--- src/rtl/inside_match_pkg.sv ---
// Shared types and helpers for the set-membership comparator: index width,
// pipeline result record and the power-on table contents.
package inside_match_pkg;

    localparam int MAX_IDX_W = 16;

    function automatic int idx_w(input int n);
        return (n <= 1) ? 1 : $clog2(n);
    endfunction

    typedef struct packed {
        logic                 hit;
        logic [MAX_IDX_W-1:0] idx;
        logic                 mux;
    } result_t;

    // Entry i powers up holding the constant i; callers truncate to their width.
    function automatic logic [31:0] init_entry(input int unsigned i);
        return 32'(i);
    endfunction

endpackage

--- src/rtl/inside_match_table.sv ---
// Programmable constant table with per-entry enables, a single write port and a
// combinational match vector reduced to (any hit, lowest matching index).
module inside_match_table
    import inside_match_pkg::*;
#(
    parameter int DATA_W    = 4,
    parameter int N_ENTRIES = 4,
    parameter int IDX_W     = idx_w(N_ENTRIES)
) (
    input  logic              clk,
    input  logic              rst_n,
    input  logic              wr_en,
    input  logic [IDX_W-1:0]  wr_idx,
    input  logic [DATA_W-1:0] wr_val,
    input  logic              wr_ent_en,
    input  logic [DATA_W-1:0] cmp_d,
    output logic              match_hit,
    output logic [IDX_W-1:0]  match_idx
);

    logic [DATA_W-1:0]    tbl_q [N_ENTRIES];
    logic [DATA_W-1:0]    tbl_d [N_ENTRIES];
    logic [N_ENTRIES-1:0] en_q;
    logic [N_ENTRIES-1:0] en_d;
    logic [N_ENTRIES-1:0] hit_vec;

    function automatic logic [DATA_W-1:0] init_val(input int i);
        logic [31:0] full;
        full = init_entry(i);
        return full[DATA_W-1:0];
    endfunction

    // Out-of-range indices simply never match any entry, so they are dropped.
    always_comb begin
        tbl_d = tbl_q;
        en_d  = en_q;
        for (int i = 0; i < N_ENTRIES; i++) begin
            if (wr_en && (wr_idx == IDX_W'(i))) begin
                tbl_d[i] = wr_val;
                en_d[i]  = wr_ent_en;
            end
        end
    end

    always_ff @(posedge clk or negedge rst_n) begin
        if (!rst_n) begin
            for (int i = 0; i < N_ENTRIES; i++) begin
                tbl_q[i] <= init_val(i);
            end
            en_q <= '1;
        end else begin
            tbl_q <= tbl_d;
            en_q  <= en_d;
        end
    end

    // Scanning downward leaves the lowest matching index as the final winner.
    always_comb begin
        match_idx = '0;
        for (int i = 0; i < N_ENTRIES; i++) begin
            hit_vec[i] = en_q[i] && (cmp_d == tbl_q[i]);
        end
        for (int i = N_ENTRIES - 1; i >= 0; i--) begin
            if (hit_vec[i]) begin
                match_idx = IDX_W'(i);
            end
        end
        match_hit = |hit_vec;
    end

endmodule

--- src/rtl/inside_set_match_mux.sv ---
// Streaming `d inside {T[]}` test driving mux = hit ? a : b through a two-stage
// valid/ready pipeline, with saturating hit/miss counters on delivered results.
module inside_set_match_mux
    import inside_match_pkg::*;
#(
    parameter int  DATA_W    = 4,
    parameter int  N_ENTRIES = 4,
    parameter int  CNT_W     = 8,
    localparam int IDX_W     = idx_w(N_ENTRIES)
) (
    input  logic              clk,
    input  logic              rst_n,
    input  logic              cfg_we,
    input  logic [IDX_W-1:0]  cfg_idx,
    input  logic [DATA_W-1:0] cfg_val,
    input  logic              cfg_en,
    input  logic              in_valid,
    output logic              in_ready,
    input  logic [DATA_W-1:0] in_d,
    input  logic              in_a,
    input  logic              in_b,
    output logic              out_valid,
    input  logic              out_ready,
    output logic              out_mux,
    output logic              out_hit,
    output logic [IDX_W-1:0]  out_hit_idx,
    output logic [CNT_W-1:0]  hit_count,
    output logic [CNT_W-1:0]  miss_count,
    input  logic              stat_clr
);

    logic              s1_valid_q, s1_valid_d;
    logic [DATA_W-1:0] s1_d_q, s1_d_d;
    logic              s1_a_q, s1_a_d;
    logic              s1_b_q, s1_b_d;
    logic              s2_valid_q, s2_valid_d;
    result_t           res_q, res_d;
    logic [CNT_W-1:0]  hit_cnt_q, hit_cnt_d;
    logic [CNT_W-1:0]  miss_cnt_q, miss_cnt_d;

    logic              s1_ready, s2_ready, out_fire;
    logic              match_hit;
    logic [IDX_W-1:0]  match_idx;
    logic              unused_res;

    function automatic logic [CNT_W-1:0] sat_inc(input logic [CNT_W-1:0] v);
        return (v == '1) ? v : v + 1'b1;
    endfunction

    inside_match_table #(
        .DATA_W    (DATA_W),
        .N_ENTRIES (N_ENTRIES),
        .IDX_W     (IDX_W)
    ) u_table (
        .clk       (clk),
        .rst_n     (rst_n),
        .wr_en     (cfg_we),
        .wr_idx    (cfg_idx),
        .wr_val    (cfg_val),
        .wr_ent_en (cfg_en),
        .cmp_d     (s1_d_q),
        .match_hit (match_hit),
        .match_idx (match_idx)
    );

    // Ready only looks at registered state, so in_valid never reaches in_ready.
    assign s2_ready = !s2_valid_q || out_ready;
    assign s1_ready = !s1_valid_q || s2_ready;
    assign in_ready = s1_ready;
    assign out_fire = s2_valid_q && out_ready;

    always_comb begin
        s1_valid_d = s1_valid_q;
        s1_d_d     = s1_d_q;
        s1_a_d     = s1_a_q;
        s1_b_d     = s1_b_q;
        s2_valid_d = s2_valid_q;
        res_d      = res_q;
        if (s1_ready) begin
            s1_valid_d = in_valid;
            if (in_valid) begin
                s1_d_d = in_d;
                s1_a_d = in_a;
                s1_b_d = in_b;
            end
        end
        // The compare is sampled here, against the table as it stands before this edge.
        if (s2_ready) begin
            s2_valid_d = s1_valid_q;
            if (s1_valid_q) begin
                res_d                = '0;
                res_d.hit            = match_hit;
                res_d.idx[IDX_W-1:0] = match_idx;
                res_d.mux            = match_hit ? s1_a_q : s1_b_q;
            end
        end
    end

    always_comb begin
        hit_cnt_d  = hit_cnt_q;
        miss_cnt_d = miss_cnt_q;
        if (stat_clr) begin
            hit_cnt_d  = '0;
            miss_cnt_d = '0;
        end else if (out_fire) begin
            if (res_q.hit) begin
                hit_cnt_d = sat_inc(hit_cnt_q);
            end else begin
                miss_cnt_d = sat_inc(miss_cnt_q);
            end
        end
    end

    always_ff @(posedge clk or negedge rst_n) begin
        if (!rst_n) begin
            s1_valid_q <= 1'b0;
            s1_d_q     <= '0;
            s1_a_q     <= 1'b0;
            s1_b_q     <= 1'b0;
            s2_valid_q <= 1'b0;
            res_q      <= '0;
            hit_cnt_q  <= '0;
            miss_cnt_q <= '0;
        end else begin
            s1_valid_q <= s1_valid_d;
            s1_d_q     <= s1_d_d;
            s1_a_q     <= s1_a_d;
            s1_b_q     <= s1_b_d;
            s2_valid_q <= s2_valid_d;
            res_q      <= res_d;
            hit_cnt_q  <= hit_cnt_d;
            miss_cnt_q <= miss_cnt_d;
        end
    end

    assign out_valid   = s2_valid_q;
    assign out_hit     = res_q.hit;
    assign out_mux     = res_q.mux;
    assign out_hit_idx = res_q.idx[IDX_W-1:0];
    assign hit_count   = hit_cnt_q;
    assign miss_count  = miss_cnt_q;
    assign unused_res  = ^res_q.idx;

endmodule

--- config.mk ---
export PLATFORM = sky130hd
export DESIGN_NAME = inside_set_match_mux
export DESIGN_NICKNAME = d
export VERILOG_FILES = /design/src/rtl/inside_match_pkg.sv /design/src/rtl/inside_match_table.sv /design/src/rtl/inside_set_match_mux.sv
export SDC_FILE = /design/constraint.sdc
export NUM_CORES = 1
export LEC_CHECK = 0
export ABC_AREA = 1
export BUFFER_PORTS_ARGS = -buffer_cell sky130_fd_sc_hd__buf_2
export CAP_MARGIN = 20
export CELL_PAD_IN_SITES_DETAIL_PLACEMENT = 1
export CELL_PAD_IN_SITES_GLOBAL_PLACEMENT = 1
export CORE_MARGIN = 4
export CORE_UTILIZATION = 38
export CTS_CLUSTER_DIAMETER = 80
export DETAILED_ROUTE_END_ITERATION = 16
export MAX_ROUTING_LAYER = met4
export PLACE_DENSITY = 0.86
export SLEW_MARGIN = 40
export SYNTH_ARGS = -nofsm -noshare
export SYNTH_HDL_FRONTEND = slang
export SYNTH_SLANG_ARGS = --single-unit
--- constraint.sdc ---
create_clock -name clk -period 2.07 [get_ports clk]
set_clock_uncertainty 0.2 [all_clocks]
set_input_delay 0.3105 -clock clk [delete_from_list [all_inputs] [get_ports clk]]
set_output_delay 0.3105 -clock clk [all_outputs]
set_load 0.02 [all_outputs]
=== Word level (Yosys, flattened, before mapping) ===
Index checks and enable logic that the tools add are counted.

* Register bits: 48
* Input bits: 19
* Output and inout port bits: 22
* Word-level logic and storage cells: 66

* Add/subtract/negate cells: 2
* Equality and inequality tests: 12
* Muxes and demuxes: 13
* Reduce and logical (&&, ||, !) cells: 21

{| class="wikitable"
|+ Operator list
! cell !! number
|-
| 8-bit 2-to-1 mux || 8
|-
| 8-bit by 1-bit adder with 8-bit output (second input constant) || 2
|-
| 4-bit equality test || 4
|-
| 8-bit equality test (second input constant) || 2
|-
| 1-bit logical AND || 9
|-
| 2-bit 2-to-1 mux || 4
|-
| 2-bit != test (second input constant) || 3
|-
| 3-bit AND reduction || 2
|-
| 2-bit equality test (second input constant) || 2
|-
| 2-bit AND reduction || 2
|-
| 2-bit nonzero test || 2
|-
| 4-bit OR reduction || 1
|-
| 2-bit by 1-bit equality test with 1-bit output (second input constant) || 1
|-
| 1-bit zero test || 2
|-
| 2-bit zero test || 1
|-
| 1-bit logical OR || 2
|-
| 1-bit 2-to-1 mux || 1
|}

=== Depth between registers and ports, before layout ===
Gate-level depths: netlist of run 1.

* Depth in word-level cells: 6
* Gate-level depth with buffers: 10
* Depth with buffers taken out: 10

=== Hierarchy ===
From an unflattened synthesis of run 1, not the netlist that was laid out.

* Cells, all modules: 328
* Area total of the unflattened synthesis: 2531.2 µm²

{| class="wikitable"
|+ By module, submodules not included
! module !! instances !! cells each !! area each (µm²) !! sequential area each (µm²)
|-
| inside_set_match_mux || 1 || 192 || 1470.2 || 700.7
|-
| inside_match_table || 1 || 136 || 1061.0 || 510.5
|}

=== Worst setup path before layout of run 1 ===
OpenSTA, ideal clock, no wires.

* Path type: register to register
* From: register hit_cnt_q[0], in the netlist hit_count[0]
* To: register hit_cnt_q[3], in the netlist hit_count[3]
* Setup time: 0.126 ns
* Arrival: 1.467 ns
* Data required time: 1.744 ns
* Path slack: 0.277 ns
* Cell stages (with the launch flop): 9
* Buffers on the path: 1
* Clock period less this slack: 1.793 ns
* Path through: dfrtp_1 > ha_1 > nand3_2 > nor2_2 > nand3_1 > nor2_2 > o21a_4 > buf_8 > o21ai_0

* Longest elaborated chain between the ends: 5
* Elaborated cells on any way between the ends: 8
* Classes of those cells: add/sub (1); eq/ne (2); mux (4); reduce/logical (1)

{| class="wikitable"
|+ Ends and longest elaborated chain
! what !! RTL line !! text
|-
| start, declared || inside_set_match_mux.sv:38 || <nowiki>logic [CNT_W-1:0] hit_cnt_q, hit_cnt_d;</nowiki>
|-
| start signal, assigned || inside_set_match_mux.sv:131 || <nowiki>hit_cnt_q <= hit_cnt_d;</nowiki>
|-
| 8-bit by 1-bit adder with 8-bit output || inside_set_match_mux.sv:47 || <nowiki>return (v == '1) ? v : v + 1'b1;</nowiki>
|-
| 8-bit 2-to-1 mux || inside_set_match_mux.sv:47 ||
|-
| 8-bit 2-to-1 mux || inside_set_match_mux.sv:106 || <nowiki>if (res_q.hit) begin</nowiki>
|-
| 8-bit 2-to-1 mux || inside_set_match_mux.sv:105 || <nowiki>end else if (out_fire) begin</nowiki>
|-
| 8-bit 2-to-1 mux || inside_set_match_mux.sv:102 || <nowiki>if (stat_clr) begin</nowiki>
|}

Several ways; a longest one is shown, not always the timed one. The select of a mux whose other input is x is not followed.
A chain may end at the register's enable or synchronous reset.

=== Final worst setup path of run 1 ===
* From: register miss_cnt_q[0], in the netlist miss_count[0]
* To: register miss_cnt_q[2], in the netlist miss_count[2]

* Longest elaborated chain between the ends: 5
* Elaborated cells on any way between the ends: 8
* Classes of those cells: add/sub (1); eq/ne (2); mux (4); reduce/logical (1)

{| class="wikitable"
|+ Ends and longest elaborated chain
! what !! RTL line !! text
|-
| start, declared || inside_set_match_mux.sv:39 || <nowiki>logic [CNT_W-1:0] miss_cnt_q, miss_cnt_d;</nowiki>
|-
| start signal, assigned || inside_set_match_mux.sv:132 || <nowiki>miss_cnt_q <= miss_cnt_d;</nowiki>
|-
| 8-bit by 1-bit adder with 8-bit output || inside_set_match_mux.sv:47 ||
|-
| 8-bit 2-to-1 mux || inside_set_match_mux.sv:47 ||
|-
| 8-bit 2-to-1 mux || inside_set_match_mux.sv:106 ||
|-
| 8-bit 2-to-1 mux || inside_set_match_mux.sv:105 ||
|-
| 8-bit 2-to-1 mux || inside_set_match_mux.sv:102 ||
|}

Several ways; a longest one is shown, not always the timed one. The select of a mux whose other input is x is not followed.

==> results of run 1 <==
[per-layer routing]
| metal | share of wire [%] | GRT usage, % | routed length [um] | up-vias |
|---|---|---|---|---|
| met1 | 45 | 21.3 | 2660 | 982 |
| met4 | 1.6 | 5.81 | 97 | 0 |
| met2 | 49 | 30.1 | 2910 | 34 |
| met5 | 0 | - | 0 | - |
| met3 | 4.0 | 3.22 | 234 | 8 |
| li1 | - | - | - | 1044 |
[power breakdown]
| group | leakage (nW) | switching (W) | total, W | internal (W) |
|---|---|---|---|---|
| Clock | 0.0510 | 0.000325 | 0.000593 | 0.000267 |
| Combinational | 0.743 | 0.000297 | 0.000471 | 0.000175 |
| Sequential | 0.598 | 0.0000987 | 0.00117 | 0.00107 |
[final timing paths]
check,start,to,slack (ps),depth (start not counted)
hold reg to reg,out_mux$_DFFE_PN0P_,out_mux$_DFFE_PN0P_,290,2
hold / removal,in_d[2],s1_d_q[2]$_DFFE_PN0P_,30,2
setup / recovery,miss_count[0]$_DFFE_PN0P_,miss_count[2]$_DFFE_PN0P_,170,8
max in group asynchronous,rst_n,u_table.tbl_q[0]$_DFFE_PN1P_,780,3
min in group asynchronous,rst_n,hit_count[2]$_DFFE_PN0P_,260,2
setup reg to reg,miss_count[0]$_DFFE_PN0P_,miss_count[2]$_DFFE_PN0P_,170,8
[placed cells by master, fill, tap and decap left out, types with 2 or more instances in the layout]
master and instances:
nor2_1 23, clkinv_1 2, clkbuf_8 6, a21oi_1 5, nor2_2 3, ha_1 2
inv_1 33, o21ai_2 4, o21ai_0 39, clkinv_2 2, xnor2_1 4, dfrtp_1 40
or2_2 2, buf_4 4, nand3_1 23, nand4_1 6, mux2_2 2, nand3b_1 5
nand2_1 85, dfstp_2 8, buf_2 40
[kinds of logic after synthesis]
logic type,count (synthesis),synth area share [%]
compound gates,51,11.8
mux,2,0.948
flops,48,51.0
simple gates,149,27.0
fa+ha+maj,2,1.05
buf+inv,39,6.74
xor+xnor,4,1.47
[state kept, by name (all words and copies together) (netlist names)]
signal and flops:
hit_count 8, miss_count 8, out_hit 1, out_hit_idx 2, out_mux 1, out_valid 1, s1_a_q 1, s1_b_q 1
s1_d_q 4, s1_valid_q 1, u_table.en_q 4, u_table.tbl_q 16
[worst reg2reg max path, delay by kind of cell (launching register included)]
family	cells	cell delay, ps
AOI/OAI and AO/OA	1	230
adders and majority gates	1	240
DFF	1	420
and+or+nand+nor	6	720
[through the flow]
step	utilization [%]	hold WS, ps	total power, W	worst slack [ps]
after floorplan	-	-185	0.00149	277
after global placement	44.6	65.4	0.00164	246
after detailed placement	44.6	69.1	0.00167	76.3
after CTS	46.3	19.4	0.00227	3.51
after global routing	46.4	23.3	0.00239	2.08
final	46.4	30.3	0.00224	171
[what timing repair did]
| action | 4_1_cts | 5_1_grt |
|---|---|---|
| gates resized for setup | 0 | 2 |
| endpoints found under the hold margin | 16 | 0 |
| hold buffers | 1 | 0 |
| endpoints found under the setup margin | 0 | 8 |
[cell type report]
cell class,count,area share (%)
Sequential cell,48,43.6
Clock buffer,6,2.97
Multi-Input combinational cell,208,36.4
Tap cell,75,3.38
Inverter,35,4.73
Timing Repair Buffer,45,8.64
Clock inverter,2,0.360
==> impl_metrics.tcl, run 1 <==
set metrics [dict create \
    tritoncts "built" \
    finalCriticalPeriod_ps 1900 \
    wl_per_cell_um 14.1 \
    avgSynthCellArea_um2 8.05 \
    worst_pin_slew_ps 429 \
    worst_setup_path_start_kind "register" \
    cp_cell_sequence "ha_1 -> nand3_1 -> nor2_1 -> nand3_1 -> nor2_1 -> nor2_2 -> nand2_1 -> a22oi_1" \
    finalSetupViolCount 0 \
    max_freq_ghz 0.527 \
    path_buf_inv 0 \
    gr-usage-all-layers_pct 17.7 \
    insertion_delay_ps 310 \
    dieWidth_um 87.1 \
    drt-initial-drc-count 38 \
    max-cap-violations 0 \
    leakage_nw 1.39 \
    crit_family "simple AND/OR/NAND/NOR gates" \
    synth_cell_types 27 \
    grt_max_degree 19 \
    cts_buffers 5 \
    cts.sinks 48 \
    ios 41 \
    cp.required_ps 2080 \
    core_um2 5990 \
    max_slew_margin_pct 71.3 \
    cts_setup_buffers 0 \
    seqCellArea_um2 1210 \
    status "complete, no violations" \
    antenna_found_initial 0 \
    dp_hpwl_um 4430 \
    vias 2068 \
    nets 364 \
    synth_top_area_share_pct 42.1 \
    synth-seq-cells 48 \
    ys_top_cells_by_count "nand2_1, dfrtp_1, o21ai_0" \
    final_cells 419 \
    syn-instance-count 295 \
    yosysMostFrequentCell "nand2_1" \
    yosysWarnings 0 \
    syn_nets 316 \
    p_per_area_nw_per_um2 805 \
    crit_arrival_ps 1910 \
    cts-htree-levels 2 \
    max_stage_delay_ps 420 \
    clk_pin_slew_ps 90 \
    grt_pass1_wl_um 10300 \
    synth-main-ff-cell "dfrtp_1" \
    place_inst 410 \
    drt_first_pass_iters 4 \
    design_area_um2 2780 \
    ir_worst_vdd_mv 0.348 \
    grt_pass1_vias 2225 \
    synth_edf_count 0 \
    finalHoldViolations 0 \
    tns_ps 0 \
    finalMaxSlewViolations 0 \
    die_h_um 87.1 \
    overflow 0 \
    rsz0062_at_grt "no" \
    num_antenna_cells 0 \
    initial_core_util_pct 39.7 \
    antenna_left 0 \
    synth.top_cells.by_area "dfrtp_1, nand2_1, dfstp_2" \
    cts.path.max_buffers 2 \
    cp_max_fo 8 \
    port_buffers 40 \
    min_path_type "primary input to register" \
    synthesis.area_um2 2380 \
    multiInputGateArea_um2 1010 \
    yosysSeqAreaShare_pct 51.0 \
    syn2layout_area_growth_pct 17.0 \
    async_flop_share_pct 100 \
    place_area_um2 2670 \
    crit_type "register to register" \
    synth_top_cell_by_area "dfrtp_1" \
    dieArea_um2 7580 \
    layout-drive-gt1-share_pct 21.5 \
    gp_congestion 0.784 \
    endpoint_kind "register" \
    fin_crit_sh_pct 91.8 \
    rows 28 \
    slowest_stage "dfrtp_1" \
    wirelength_um 5900 \
    cts_root_buffer "clkbuf_8" \
    num-fill-cells 771 \
    viasPerCell 4.94 \
    drc 0 \
]
No activity file was read; power rests on OpenSTA's default activity.
==> run 2: changes to the inputs <==
RECOVER_POWER = 50   (was not set)
==> run 2 against run 1 <==
Register-to-register slack barely moved. Via count increased by 0.39%. First-iteration DRC count grew 37%. Critical path depth stayed put. Die area stayed put. Routed wire length about the same. Power is essentially flat. Flip-flop and latch count is the same. Largest cell class unchanged.
==> impl_metrics.tcl, run 2 (synthesis gave the netlist of run 1 again) <==
set metrics [dict create \
    place_inst 410 \
    drt_first_pass_iters 4 \
    regMostFlops "u_table.tbl_q" \
    cp_cell_sequence "ha_1 -> nand3_1 -> nor2_1 -> nand3_1 -> nor2_1 -> nor2_2 -> nand2_1 -> a22oi_1" \
    cts_root_buffer "clkbuf_8" \
    p_per_area_nw_per_um2 806 \
    core_um2 5990 \
    crit_arrival_ps 1910 \
    gr-usage-all-layers_pct 17.7 \
    grt_pass1_wl_um 10300 \
    crit_type "register to register" \
    design_area_um2 2770 \
    ios 41 \
    worst_setup_path_start_kind "register" \
    die_h_um 87.1 \
    final_common_cell "nand2_1" \
    insertion_delay_ps 310 \
    r2r_setup_slack_ps 170 \
    gp_congestion 0.784 \
    grt_max_degree 19 \
    endpoint_kind "register" \
    finalMaxSlewViolations 0 \
    overflow 0 \
    max_stage_delay_ps 420 \
    combPwrFrac_pct 21.0 \
    layout-drive-gt1-share_pct 20.6 \
    fin_crit_sh_pct 91.8 \
    min_path_type "primary input to register" \
    p_sw_share_pct 32.2 \
    worst_pin_slew_ps 977 \
    port_buffers 40 \
    dieArea_um2 7580 \
    status "complete, no violations" \
    clkPwrFrac_pct 26.5 \
    antenna_found_initial 0 \
    drc 0 \
    cts_setup_buffers 0 \
    ir_worst_vdd_mv 0.347 \
    finalCriticalPeriod_ps 1900 \
    slowest_stage "dfrtp_1" \
    pwr-share-seq_pct 52.5 \
    leakage_nw 1.38 \
    num_antenna_cells 0 \
    grt_pass1_vias 2225 \
    syn2layout_area_growth_pct 16.7 \
    vias 2076 \
    postLayoutSetupSlackWorst_ps 170 \
    drt-initial-drc-count 52 \
    antenna_left 0 \
    preCtsSetupSlack_ps 76.3 \
    clk_pin_slew_ps 90 \
    viasPerCell 4.95 \
    tritoncts "built" \
    final_cells 419 \
    whs_path_depth 2 \
    rr_worst_depth 8 \
    dieWidth_um 87.1 \
    finalHoldViolations 0 \
    max_freq_ghz 0.526 \
    max_slew_margin_pct 34.9 \
    intPower_w 0.00152 \
    cp_max_fo 8 \
    place_area_um2 2670 \
    wirelength_um 5900 \
    cts.path.max_buffers 2 \
    initial_core_util_pct 39.7 \
    cts_buffers 5 \
    tns_ps 0 \
    cts-htree-levels 2 \
    cts.sinks 48 \
    num-fill-cells 772 \
    wl_per_cell_um 14.1 \
    cp.required_ps 2080 \
    rsz0062_at_grt "no" \
    largest_reg_flops 16 \
    dp_hpwl_um 4430 \
    finalSetupViolCount 0 \
    switchingPower_w 0.000721 \
    final_cell_mix "nand2_1, dfrtp_1, o21ai_0, buf_2, inv_1" \
    nets 364 \
    max-cap-violations 0 \
    rows 28 \
]
[run 2: cell types whose count changed in the layout (fill, tap and decap cells not counted)]
cell,delta
buf_2,-2
buf_4,-1
clkbuf_1,+3
[run 2: stage by stage]
stage               hold WS, ps  total power (W)  utilization, %
finish                     29.9          0.00224            46.3
global route               23.3          0.00239            46.3
CTS                        19.4          0.00227            46.3
detailed placement         69.1          0.00167            44.6
global placement           65.4          0.00164            44.6
floorplan                  -185          0.00149               -
[run 2: cell type report]
type	instances	area [um^2]	area share, %
tap	75	93.8	3.38
inverter	35	131	4.74
clock inverter	2	10.0	0.361
multi-input combinational	208	1010	36.4
timing repair buffer	45	234	8.43
sequential	48	1210	43.7
clock buffer	6	82.6	2.98
[run 2: repair_timing]
action	CTS	global route
setup endpoints to repair	0	8
hold buffers	1	0
resized for setup	0	2
endpoints found under the hold margin	16	0
[run 2: final timing paths]
path                                           startpoint                           end
worst max-delay path            miss_count[0]$_DFFE_PN0P_     miss_count[2]$_DFFE_PN0P_
worst min-delay path                              in_d[2]         s1_d_q[2]$_DFFE_PN0P_
worst max register to register  miss_count[0]$_DFFE_PN0P_     miss_count[2]$_DFFE_PN0P_
worst min register to register        out_mux$_DFFE_PN0P_           out_mux$_DFFE_PN0P_
max in group asynchronous                           rst_n  u_table.tbl_q[6]$_DFFE_PN0P_
min in group asynchronous                           rst_n      hit_count[2]$_DFFE_PN0P_
[run 2: metal layers]
layer | up-vias | track usage [%] | wire (um)
li1 | 1045 | - | -
met1 | 989 | 21.3 | 2640
met2 | 34 | 30.1 | 2930
met3 | 8 | 3.22 | 235
met4 | 0 | 5.81 | 97
met5 | - | - | 0
[run 2: power by group through the flow]
| stage | Combinational, W | Sequential (W) | Clock (W) |
|---|---|---|---|
| 3_3_place_gp | 0.000453 | 0.00119 | 0 |
| 3_5_place_dp | 0.000476 | 0.00119 | 0 |
| 6_report | 0.000470 | 0.00117 | 0.000593 |
| 2_1_floorplan | 0.000283 | 0.00121 | 0 |
| 4_1_cts | 0.000481 | 0.00117 | 0.000612 |
| 5_1_grt | 0.000545 | 0.00119 | 0.000646 |
[run 2: worst max-delay path: cells and delay by family (launching register included)]
kind,cells,cell delay [ps]
AO/OA/AOI/OAI,1,230
adder cells (fa/ha/maj),1,240
AND/OR/NAND/NOR,6,720
flip-flops,1,420
==> run 3: changes to the inputs <==
ABC_CLOCK_PERIOD_IN_PS = 1780   (was not set)
clock period = 1.78 ns   (was 2.07 ns; I/O delays follow)
==> run 3 against run 2 <==
Global-route usage rose by 0.78 points. Fmax increased by 11%. Non-clock buffer count rose by 9. Final cell count increased by 2.6%. Register-to-register slack worse by 110 ps. Sequential share of layout area is 2.4 points lower. Clock power grew 15%. Power grew 19%. Combinational power rose by 31%. Critical endpoint is now miss_count[3]$_DFFE_PN0P_. Largest cell class unchanged. Largest power group unchanged.
==> impl_metrics.tcl, run 3 (synthesis gave the netlist of run 1 again) <==
set metrics [dict create \
    status "complete, no violations" \
    combPwrFrac_pct 23.1 \
    tritoncts "built" \
    preCtsSetupSlack_ps -74.6 \
    initial_core_util_pct 39.7 \
    r2r_setup_slack_ps 60 \
    cts_buffers 5 \
    cts_root_buffer "clkbuf_8" \
    min-delay-start "in_b" \
    whs_path_depth 3 \
    intPower_w 0.00181 \
    clkPwrFrac_pct 25.5 \
    max_stage_delay_ps 370 \
    finalSetupViolCount 0 \
    whs_endpoint "s1_b_q$_DFFE_PN0P_" \
    crit_family "simple AND/OR/NAND/NOR gates" \
    wirelength_um 6380 \
    crit_arrival_ps 1750 \
    antenna_left 0 \
    crit_top_cell "nand3_2" \
    insertion_delay_ps 300 \
    vias 2189 \
    min_path_type "primary input to register" \
    cp_max_fo 4 \
    cts.path.max_buffers 2 \
    dieArea_um2 7580 \
    viasPerCell 5.09 \
    max_slew_margin_pct 69.2 \
    largest_reg_flops 16 \
    endpoint_kind "register" \
    drt_first_pass_iters 4 \
    cts-htree-levels 2 \
    final_common_cell "nand2_1" \
    antenna_found_initial 0 \
    ir_worst_vdd_mv 0.448 \
    leakage_nw 1.42 \
    num_antenna_cells 0 \
    p_per_area_nw_per_um2 906 \
    regMostFlops "u_table.tbl_q" \
    drc 0 \
    fin_crit_sh_pct 96.5 \
    nets 375 \
    drt-initial-drc-count 56 \
    grt_max_degree 34 \
    wl_per_cell_um 14.8 \
    switchingPower_w 0.000852 \
    cts.sinks 48 \
    pwr-share-seq_pct 51.4 \
    r2r_end "miss_count[3]$_DFFE_PN0P_" \
    gr-usage-all-layers_pct 18.5 \
    slowest_stage "dfrtp_1" \
    clk_pin_slew_ps 80 \
    postLayoutSetupSlackWorst_ps 61.8 \
    gp_congestion 0.797 \
    grt_pass1_vias 2334 \
    die_h_um 87.1 \
    finalHoldViolations 0 \
    ios 41 \
    overflow 0 \
    port_buffers 40 \
    path_buf_inv 1 \
    layout-drive-gt1-share_pct 27.3 \
    cp.required_ps 1810 \
    finalCriticalPeriod_ps 1720 \
    max-cap-violations 0 \
    rows 28 \
    r2r-start "miss_count[1]$_DFFE_PN0P_" \
    tns_ps 0 \
    cp_cell_sequence "ha_2 -> nand3_2 -> nor2_2 -> nand3_2 -> nor2_4 -> o21ai_2 -> buf_4 -> o21ai_1" \
    core_um2 5990 \
    rr_worst_depth 8 \
    worst_setup_path_start_kind "register" \
    finalMaxSlewViolations 0 \
    final_cell_mix "nand2_1, buf_2, dfrtp_1, inv_1, o21ai_0" \
    p_sw_share_pct 32.0 \
    dp_hpwl_um 4520 \
    grt_pass1_wl_um 10700 \
    dieWidth_um 87.1 \
    rsz0062_at_grt "yes" \
    syn2layout_area_growth_pct 23.9 \
    power_w 0.00267 \
    crit_type "register to register" \
    max_freq_ghz 0.582 \
    worst_pin_slew_ps 461 \
]
-- run 3: changes by cell type in the layout (fill, tap and decap cells not counted), moves of 3 or more --
| cell | change |
|---|---|
| buf_4 | +6 |
| dfrtp_1 | -3 |
| dfrtp_2 | +3 |
| dlygate4sd3_1 | +3 |
| nand3_1 | -3 |
| nand3_2 | +3 |
| nor2_1 | -5 |
| nor2_4 | +3 |
| o21ai_0 | -7 |
| o21ai_1 | +4 |
| o21ai_2 | +3 |
-- run 3: worst reg2reg max path, delay by kind of cell, from the launching register on --
kind	cells	cell delay (ps)
buf+inv	1	160
compound gates	2	200
simple gates	4	510
flops	1	370
fa+ha+maj	1	200
-- run 3: per-layer routing --
layer  vias to the layer above  global-route usage, %  part of all wire (%)
met5                         -                      -                     0
met4                         0                   7.37                   2.2
met3                        18                   3.69                   3.8
met2                        45                   31.3                    51
met1                      1053                   21.5                    43
li1                       1073                      -                     -
-- run 3: how the worst max path moves through the flow --
stage,from,cells after the start,end
2_1_floorplan,out_valid$_DFFE_PN0P_,4,s1_d_q[2]$_DFFE_PN0P_
3_3_place_gp,miss_count[0]$_DFFE_PN0P_,8,miss_count[0]$_DFFE_PN0P_
3_5_place_dp,miss_count[0]$_DFFE_PN0P_,8,miss_count[3]$_DFFE_PN0P_
4_1_cts,miss_count[0]$_DFFE_PN0P_,8,miss_count[2]$_DFFE_PN0P_
5_1_grt,miss_count[1]$_DFFE_PN0P_,8,miss_count[5]$_DFFE_PN0P_
6_report,miss_count[1]$_DFFE_PN0P_,8,miss_count[3]$_DFFE_PN0P_
-- run 3: final cells by class --
type / instances / area [um^2]
timing repair inverter: 1 / 7.51
multi-input combinational: 209 / 1090
timing repair buffer: 54 / 313
tap: 75 / 93.8
inverter: 35 / 135
sequential: 48 / 1210
fill: 747 / 3050
clock buffer: 8 / 90.1
-- run 3: through the flow --
step	hold slack, ps	cell area (um^2)	cells	util (%)
2_1_floorplan	-229	2380	295	-
3_3_place_gp	12.1	2700	412	45.1
3_5_place_dp	25.0	2700	412	45.1
4_1_cts	5.71	2880	428	48.1
5_1_grt	33.8	2940	430	49.1
6_report	17.5	2940	430	49.1
-- run 3: timing repair --
action | in CTS | in global routing
pin swaps | 2 | 4
endpoints found under the hold margin | 18 | 0
gates resized for setup | 6 | 24
gates cloned | 1 | 1
endpoints found under the setup margin | 14 | 17
hold buffers | 4 | 0
setup buffers | 3 | 1
-- run 3: power by group through the flow --
stage,clock network [W],registers [W],logic (W)
after floorplan,0,0.00141,0.000330
after global placement,0,0.00138,0.000544
after detailed placement,0,0.00139,0.000567
final,0.000680,0.00137,0.000617
after global routing,0.000759,0.00139,0.000702
after CTS,0.000717,0.00136,0.000612
